[config.mk]
export PLATFORM = sky130hd
export DESIGN_NAME = router_controller_send
export DESIGN_NICKNAME = d
export VERILOG_FILES = /design/src/rtl/router_pkt_pkg.sv /design/src/rtl/router_pkt_encoder.sv /design/src/rtl/router_controller_send.sv
export SDC_FILE = /design/constraint.sdc
export NUM_CORES = 2
export LEC_CHECK = 0
export CORE_MARGIN = 2
export CORE_UTILIZATION = 30
export CTS_CLUSTER_DIAMETER = 100
export DETAILED_ROUTE_END_ITERATION = 8
export GPL_TIMING_DRIVEN = 0
export HOLD_SLACK_MARGIN = 0.02
export SYNTH_ARGS = -nofsm -noshare
export SYNTH_HDL_FRONTEND = slang
export SYNTH_SLANG_ARGS = --single-unit
export TNS_END_PERCENT = 100
[constraint.sdc]
create_clock -name clk -period 5.2 [get_ports clk]
set_clock_uncertainty 0.2 [all_clocks]
set_input_delay 0.78 -clock clk [delete_from_list [all_inputs] [get_ports clk]]
set_output_delay 0.78 -clock clk [all_outputs]
set_load 0.1 [all_outputs]
[src/rtl/router_pkt_pkg.sv]
// Packet format shared by the transmit encoder and the receive decoder:
// magic words, header field positions, beat indices and controller states.
package router_pkt_pkg;

  localparam logic [15:0] HDR_MAGIC  = 16'hA5C3;
  localparam logic [15:0] TAIL_MAGIC = 16'h5A3C;

  localparam int MAGIC_LSB = 48;
  localparam int MAGIC_W   = 16;
  localparam int SEQ_LSB   = 40;
  localparam int SEQ_W     = 8;
  localparam int LEN_LSB   = 32;
  localparam int LEN_W     = 8;
  localparam int ADDR_LSB  = 0;
  localparam int ADDR_W    = 32;

  localparam int HDR_BEAT           = 0;
  localparam int FIRST_PAYLOAD_BEAT = 1;

  // Beat indices past the header depend on the payload beat count p.
  function automatic int last_payload_beat(input int p);
    return p;
  endfunction

  function automatic int csum_beat(input int p);
    return p + 1;
  endfunction

  function automatic int tail_beat(input int p);
    return p + 2;
  endfunction

  typedef enum logic [1:0] {
    ST_IDLE = 2'd0,
    ST_REQ  = 2'd1,
    ST_LOAD = 2'd2,
    ST_SEND = 2'd3
  } tx_state_t;

endpackage

[src/rtl/router_pkt_encoder.sv]
// Holds the word being sent, accumulates the payload XOR checksum and
// selects the beat presented to the packet FIFO.
module router_pkt_encoder
  import router_pkt_pkg::*;
#(
  parameter int DATA_WIDTH        = 1024,
  parameter int ADDR_WIDTH        = 10,
  parameter int DATA_DFX_WIDTH    = DATA_WIDTH + ADDR_WIDTH,
  parameter int AURORA_DATA_WIDTH = 64,
  parameter int NUMBER_PACKET     = 19,
  parameter int BEAT_W            = $clog2(NUMBER_PACKET)
) (
  input  logic                         clk,
  input  logic                         rst_n,
  input  logic                         load,
  input  logic                         send,
  input  logic                         write,
  input  logic [BEAT_W-1:0]            beat,
  input  logic [7:0]                   seq,
  input  logic [DATA_DFX_WIDTH-1:0]    word,
  output logic [AURORA_DATA_WIDTH-1:0] beat_data
);

  localparam int P  = DATA_WIDTH / AURORA_DATA_WIDTH;
  localparam int PW = (P > 1) ? $clog2(P) : 1;

  localparam logic [BEAT_W-1:0] HDR_IDX   = BEAT_W'(HDR_BEAT);
  localparam logic [BEAT_W-1:0] FIRST_IDX = BEAT_W'(FIRST_PAYLOAD_BEAT);
  localparam logic [BEAT_W-1:0] LAST_IDX  = BEAT_W'(last_payload_beat(P));
  localparam logic [BEAT_W-1:0] CSUM_IDX  = BEAT_W'(csum_beat(P));
  localparam logic [BEAT_W-1:0] TAIL_IDX  = BEAT_W'(tail_beat(P));

  logic [ADDR_WIDTH-1:0]               addr_q;
  logic [P-1:0][AURORA_DATA_WIDTH-1:0] data_q;
  logic [AURORA_DATA_WIDTH-1:0]        csum_q;
  logic [AURORA_DATA_WIDTH-1:0]        chunk;
  logic [AURORA_DATA_WIDTH-1:0]        hdr;
  logic [AURORA_DATA_WIDTH-1:0]        tail;
  logic [PW-1:0]                       pidx;
  logic                                is_payload;

  assign pidx       = PW'(beat - FIRST_IDX);
  assign chunk      = data_q[pidx];
  assign is_payload = (beat >= FIRST_IDX) && (beat <= LAST_IDX);

  always_ff @(posedge clk or negedge rst_n) begin
    if (!rst_n) begin
      addr_q <= '0;
      data_q <= '0;
      csum_q <= '0;
    end else if (load) begin
      addr_q <= word[DATA_DFX_WIDTH-1:DATA_WIDTH];
      data_q <= word[DATA_WIDTH-1:0];
      csum_q <= '0;
    end else if (write && is_payload) begin
      csum_q <= csum_q ^ chunk;
    end
  end

  always_comb begin
    hdr = '0;
    hdr[MAGIC_LSB +: MAGIC_W] = HDR_MAGIC;
    hdr[SEQ_LSB +: SEQ_W]     = seq;
    hdr[LEN_LSB +: LEN_W]     = LEN_W'(NUMBER_PACKET);
    hdr[ADDR_LSB +: ADDR_W]   = ADDR_W'(addr_q);
    tail = '0;
    tail[MAGIC_LSB +: MAGIC_W] = TAIL_MAGIC;
    tail[SEQ_LSB +: SEQ_W]     = seq;
  end

  always_comb begin
    beat_data = '0;
    if (send) begin
      if (beat == HDR_IDX)       beat_data = hdr;
      else if (is_payload)       beat_data = chunk;
      else if (beat == CSUM_IDX) beat_data = csum_q;
      else if (beat == TAIL_IDX) beat_data = tail;
    end
  end

endmodule

[src/rtl/router_controller_send.sv]
// Transmit router controller: wins the arbiter, pops one word and streams
// it as a fixed-length packet into the Aurora TX packet FIFO.
//
// state | meaning
// IDLE  | waiting for a word in the arbiter FIFO
// REQ   | requesting the arbiter; pop on grant
// LOAD  | popped word valid, capture into the encoder
// SEND  | writing beats, stalled while the packet FIFO is full
module router_controller_send
  import router_pkt_pkg::*;
#(
  parameter int DATA_WIDTH        = 1024,
  parameter int ADDR_WIDTH        = 10,
  parameter int DATA_DFX_WIDTH    = DATA_WIDTH + ADDR_WIDTH,
  parameter int AURORA_DATA_WIDTH = 64,
  parameter int NUMBER_PACKET     = 19
) (
  input  logic                         clk,
  input  logic                         rst_n,
  input  logic                         empty_arbiter_fifo,
  output logic                         read_arbiter_fifo,
  input  logic [DATA_DFX_WIDTH-1:0]    data_arbiter_fifo,
  output logic                         arbiter_read_req,
  input  logic                         arbiter_read_gnt,
  input  logic                         full_pkt_fifo,
  output logic                         write_pkt_fifo,
  output logic [AURORA_DATA_WIDTH-1:0] data_pkt_fifo,
  output logic                         busy,
  output logic                         tx_done
);

  localparam int                BEAT_W    = $clog2(NUMBER_PACKET);
  localparam logic [BEAT_W-1:0] LAST_BEAT = BEAT_W'(NUMBER_PACKET - 1);

  tx_state_t         state_q, state_d;
  logic [BEAT_W-1:0] beat_q;
  logic [7:0]        seq_q;

  always_ff @(posedge clk or negedge rst_n) begin
    if (!rst_n) begin
      state_q <= ST_IDLE;
      beat_q  <= '0;
      seq_q   <= '0;
    end else begin
      state_q <= state_d;
      if (state_q == ST_LOAD || tx_done) beat_q <= '0;
      else if (write_pkt_fifo)           beat_q <= beat_q + 1'b1;
      if (tx_done) seq_q <= seq_q + 8'd1;
    end
  end

  always_comb begin
    state_d           = state_q;
    arbiter_read_req  = 1'b0;
    read_arbiter_fifo = 1'b0;
    write_pkt_fifo    = 1'b0;
    tx_done           = 1'b0;
    unique case (state_q)
      ST_IDLE: if (!empty_arbiter_fifo) state_d = ST_REQ;
      ST_REQ: begin
        arbiter_read_req = 1'b1;
        if (arbiter_read_gnt) begin
          read_arbiter_fifo = 1'b1;
          state_d           = ST_LOAD;
        end
      end
      ST_LOAD: state_d = ST_SEND;
      ST_SEND: begin
        write_pkt_fifo = !full_pkt_fifo;
        if (!full_pkt_fifo && beat_q == LAST_BEAT) begin
          tx_done = 1'b1;
          state_d = ST_IDLE;
        end
      end
      default: state_d = ST_IDLE;
    endcase
  end

  assign busy = (state_q != ST_IDLE);

  router_pkt_encoder #(
    .DATA_WIDTH        (DATA_WIDTH),
    .ADDR_WIDTH        (ADDR_WIDTH),
    .DATA_DFX_WIDTH    (DATA_DFX_WIDTH),
    .AURORA_DATA_WIDTH (AURORA_DATA_WIDTH),
    .NUMBER_PACKET     (NUMBER_PACKET),
    .BEAT_W            (BEAT_W)
  ) u_encoder (
    .clk       (clk),
    .rst_n     (rst_n),
    .load      (state_q == ST_LOAD),
    .send      (state_q == ST_SEND),
    .write     (write_pkt_fifo),
    .beat      (beat_q),
    .seq       (seq_q),
    .word      (data_arbiter_fifo),
    .beat_data (data_pkt_fifo)
  );

endmodule

==> key figures <==
GRT
  – Antenna violations before repair: 121
  – Vias in the first global route: 43376
  – First-pass GRT wire length: 349 mm
  – Gr usage total: 27.9%
  – Grt ovf: 0
  – Largest net degree at the start of global routing: 163

Setup path
  – Crit path DAT: 4.17 ns
  – Critical path required time: 4.22 ns
  – Most frequent cell on the critical path: buf_12
  – Slowest CP cell: dfrtp_1
  – Max incr delay on CP: 0.41 ns
  – Critical-path cell list: buf_12 > clkinv_8 > buf_12 > ha_4 > buf_12 > buf_12 > buf_16 > buf_16 > buf_12 > mux2i_4 > nand3_1 > nand4_1 > mux2_4 > o32ai_4 > clkbuf_16
  – CP Class: register to primary output
  – CP Capture Type: primary output
  – CP max FO: 13
  – CP Launch Type: register

Power
  – Maximum vdd drop: 0.383 mV
  – Seq pwr share: 26.5%
  – Total chip power: 59.9 mW
  – Leakage: 30.5 nW
  – Pwr/cell area: 798 nW/um2
  – Net Switching: 26.1 mW
  – Clk pwr share: 17.1%
  – Combinational share of power: 56.4%
  – Switching share of total power: 43.5%
  – Internal: 33.8 mW

Drt
  – Post-route ant nets: 0
  – DRT Wirelength: 263 mm
  – DRT iter0 DRCs: 3937
  – DR WL met3: 21.2 mm
  – # DRC: 0
  – Drt pass-1 iters: 6
  – Vias: 43122
  – Met2 routed WL: 125 mm
  – Uppermost routed layer: met5
  – Wire length per cell: 32.5 um
  – Metal-1 WL: 105 mm
  – Drt via density: 5.33

Yosys
  – Area leader, netlist: dfrtp_1
  – Syn_nets: 5242
  – Avg Inst Size Synth: 12.8 um2
  – Yosys cell types: 50
  – Top_reg_cell synth: dfrtp_1
  – Share of the synthesized area in the top cell type: 51.9%
  – FF+latch count, synth: 1113
  – Top cells by area, synth: dfrtp_1, mux2_2, mux2i_1, nand3_1, buf_2
  – Mapped Area: 53700 um2
  – Syn. warnings: 0
  – Async SR Flop Fraction: 100%
  – Post-synth EDFFs: 0
  – Cell count after synthesis: 4192
  – Post-synthesis sequential area ratio: 51.9%

Timing
  – Setup-failing EPs final: 0
  – Hold Slack: 0.303 ns
  – Final-report hold violation count: 0
  – FMAX: 194 MHz
  – Unrepaired setup endpoints after global routing: yes
  – Minimum clock period: 5.15 ns
  – Slew HR: 7.05%
  – Tcrit/Tclk final: 99.1%
  – Actual slew at the worst max-slew pin: 1.39 ns
  – TNS Setup: 0 ns
  – Final Max Slew Viols: 0
  – Setup slack after layout: 0.0483 ns

Clock tree
  – H-tree depth: 4
  – Num CTS Buffers: 139
  – Clk sinks: 1113
  – CTS tree: yes
  – Worst-skew pair later-pin latency: 0.81 ns
  – Clock-pin slew on the worst setup and hold paths: 0.06 ns
  – CTS Buffer Depth: 3
  – CTS root buf: clkbuf_16

Die
  – Die Y: 427 um
  – Initial Util: 30.1%
  – Chip width: 427 um
  – Die area: 182000 um2
  – Io pins: 1108
  – # rows: 155
  – Core ar.: 178000 um2

Placed design
  – Gpl congestion: 0.915
  – Port Buffers: 1107
  – Placed Cells: 7661
  – Post-DP HPWL: 208 mm
  – Dpl ws: -3.11 ns

Finish
  – Non-Filler Instances: 8096
  – Synth-to-Final Area Change: 39.7%
  – Layout cells sized above 1: 31.3%
  – Nets@finish: 6598

Min path
  – Worst min path class: register to register

Run
  – Max_cap viols: 0

Outcome
  – Outcome: finished clean
[synthesized netlist by cell type, types with 2 or more instances]
cell type / number
and3_1: 5
buf_4: 11
a22o_1: 34
ha_1: 11
clkbuf_1: 108
buf_2: 185
nand2b_1: 8
and2_1: 3
inv_1: 7
o21ai_0: 9
nand2_1: 10
nand3_1: 515
o21a_1: 9
nor3_1: 7
a21oi_1: 20
xor2_1: 2
o32ai_1: 10
mux2_1: 58
nor2b_1: 67
mux2_2: 1071
a22oi_1: 18
mux2i_1: 547
buf_6: 16
dfrtp_1: 1113
nor2_1: 81
a31oi_1: 2
buf_1: 23
xnor2_1: 8
nand4_1: 132
o22ai_1: 82
[sequential cells by signal, indices dropped and copies added, names as in the netlist]
register and count:
u_encoder.csum_q 64, beat_q 5, state_q 2, seq_q 8
u_encoder.addr_q 10, u_encoder.data_q 1024
[worst paths after layout]
kind | from | to | slack [ns] | cells after the start
max in group asynchronous | rst_n | u_encoder.data_q[662] | 1.77 | 5
worst min-delay path | u_encoder.data_q[789] | u_encoder.data_q[789] | 0.30 | 1
worst max-delay path | beat_q[0] | data_pkt_fifo[2] | 0.05 | 15
worst max register to register | state_q[0] | u_encoder.addr_q[9] | 1.09 | 6
min in group asynchronous | rst_n | u_encoder.data_q[432] | 0.43 | 2
worst min register to register | u_encoder.data_q[789] | u_encoder.data_q[789] | 0.30 | 1
[through the flow]
stage,area [um2],util (%)
2_1_floorplan,53800,-
3_3_place_gp,67800,38.0
3_5_place_dp,68000,38.2
4_1_cts,74400,41.8
5_1_grt,75000,42.1
6_report,75100,42.1
[layout by cell type, fill, tap and decap left out, types with 116 or more instances in the layout]
master              n
buf_2             128
buf_4             155
clkbuf_1          116
clkbuf_16         143
clkdlybuf4s50_1  1041
dfrtp_1          1113
mux2_2           1065
mux2i_1           509
nand3_1           514
nand4_1           132
[what timing repair did]
item / in CTS / in global routing
buffers inserted: 89 / 9
hold buffers: 1 / 0
hold endpoints to repair: 132 / 0
endpoints found under the setup margin: 129 / 54
pin swaps: 74 / 12
gates resized for setup: 654 / 63
gates cloned: 2 / 2
[cells by family (layout without fill, tap and decap cells)]
kind of cell | after synthesis | after routing | synth area share [%]
xor gates and xnor gates | 11 | 11 | 0.193
adders and majority gates | 11 | 11 | 0.256
muxes | 1676 | 1676 | 33.9
buffers and inverters | 352 | 1814 | 3.19
and+or+nand+nor | 837 | 837 | 8.15
other | 0 | 87 | 0
AOI/OAI and AO/OA | 192 | 192 | 2.49
DFF | 1113 | 1113 | 51.9
[power by group through the flow]
stage,Sequential (mW),Clock [mW],Combinational (mW)
2_1_floorplan,14.8,0,19.1
3_3_place_gp,15.9,0,30.2
3_5_place_dp,15.8,0,30.6
4_1_cts,15.7,10.4,33.4
5_1_grt,16.3,10.8,35.5
6_report,15.9,10.3,33.8
[metal layers]
layer,GRT usage (%),vias up
li1,-,18235
met1,35.1,22457
met2,44.6,1935
met3,7.09,453
met4,13.4,42
met5,0,-
[final cells by class]
type                    count  area, um2
flip-flops and latches   1113      27900
well taps                2355       2950
plain buffers             342       2210
clock buffers             193       3940
diodes                     87        218
clock inverters            54        802
multi-input cells        2727      24700
fillers                 16876     103000
inverters                   8       42.5
repair buffers           1217      12300
[worst max-delay path: cells and delay by family, from the launching register on]
family                   cells  cell delay (ns)
AO/OA/AOI/OAI                1             0.29
flip-flops                   1             0.41
buffers and inverters        9             1.43
multiplexers                 2             0.57
adder cells (fa/ha/maj)      1             0.25
AND/OR/NAND/NOR              2             0.33
(Power assumes the default switching activity.)
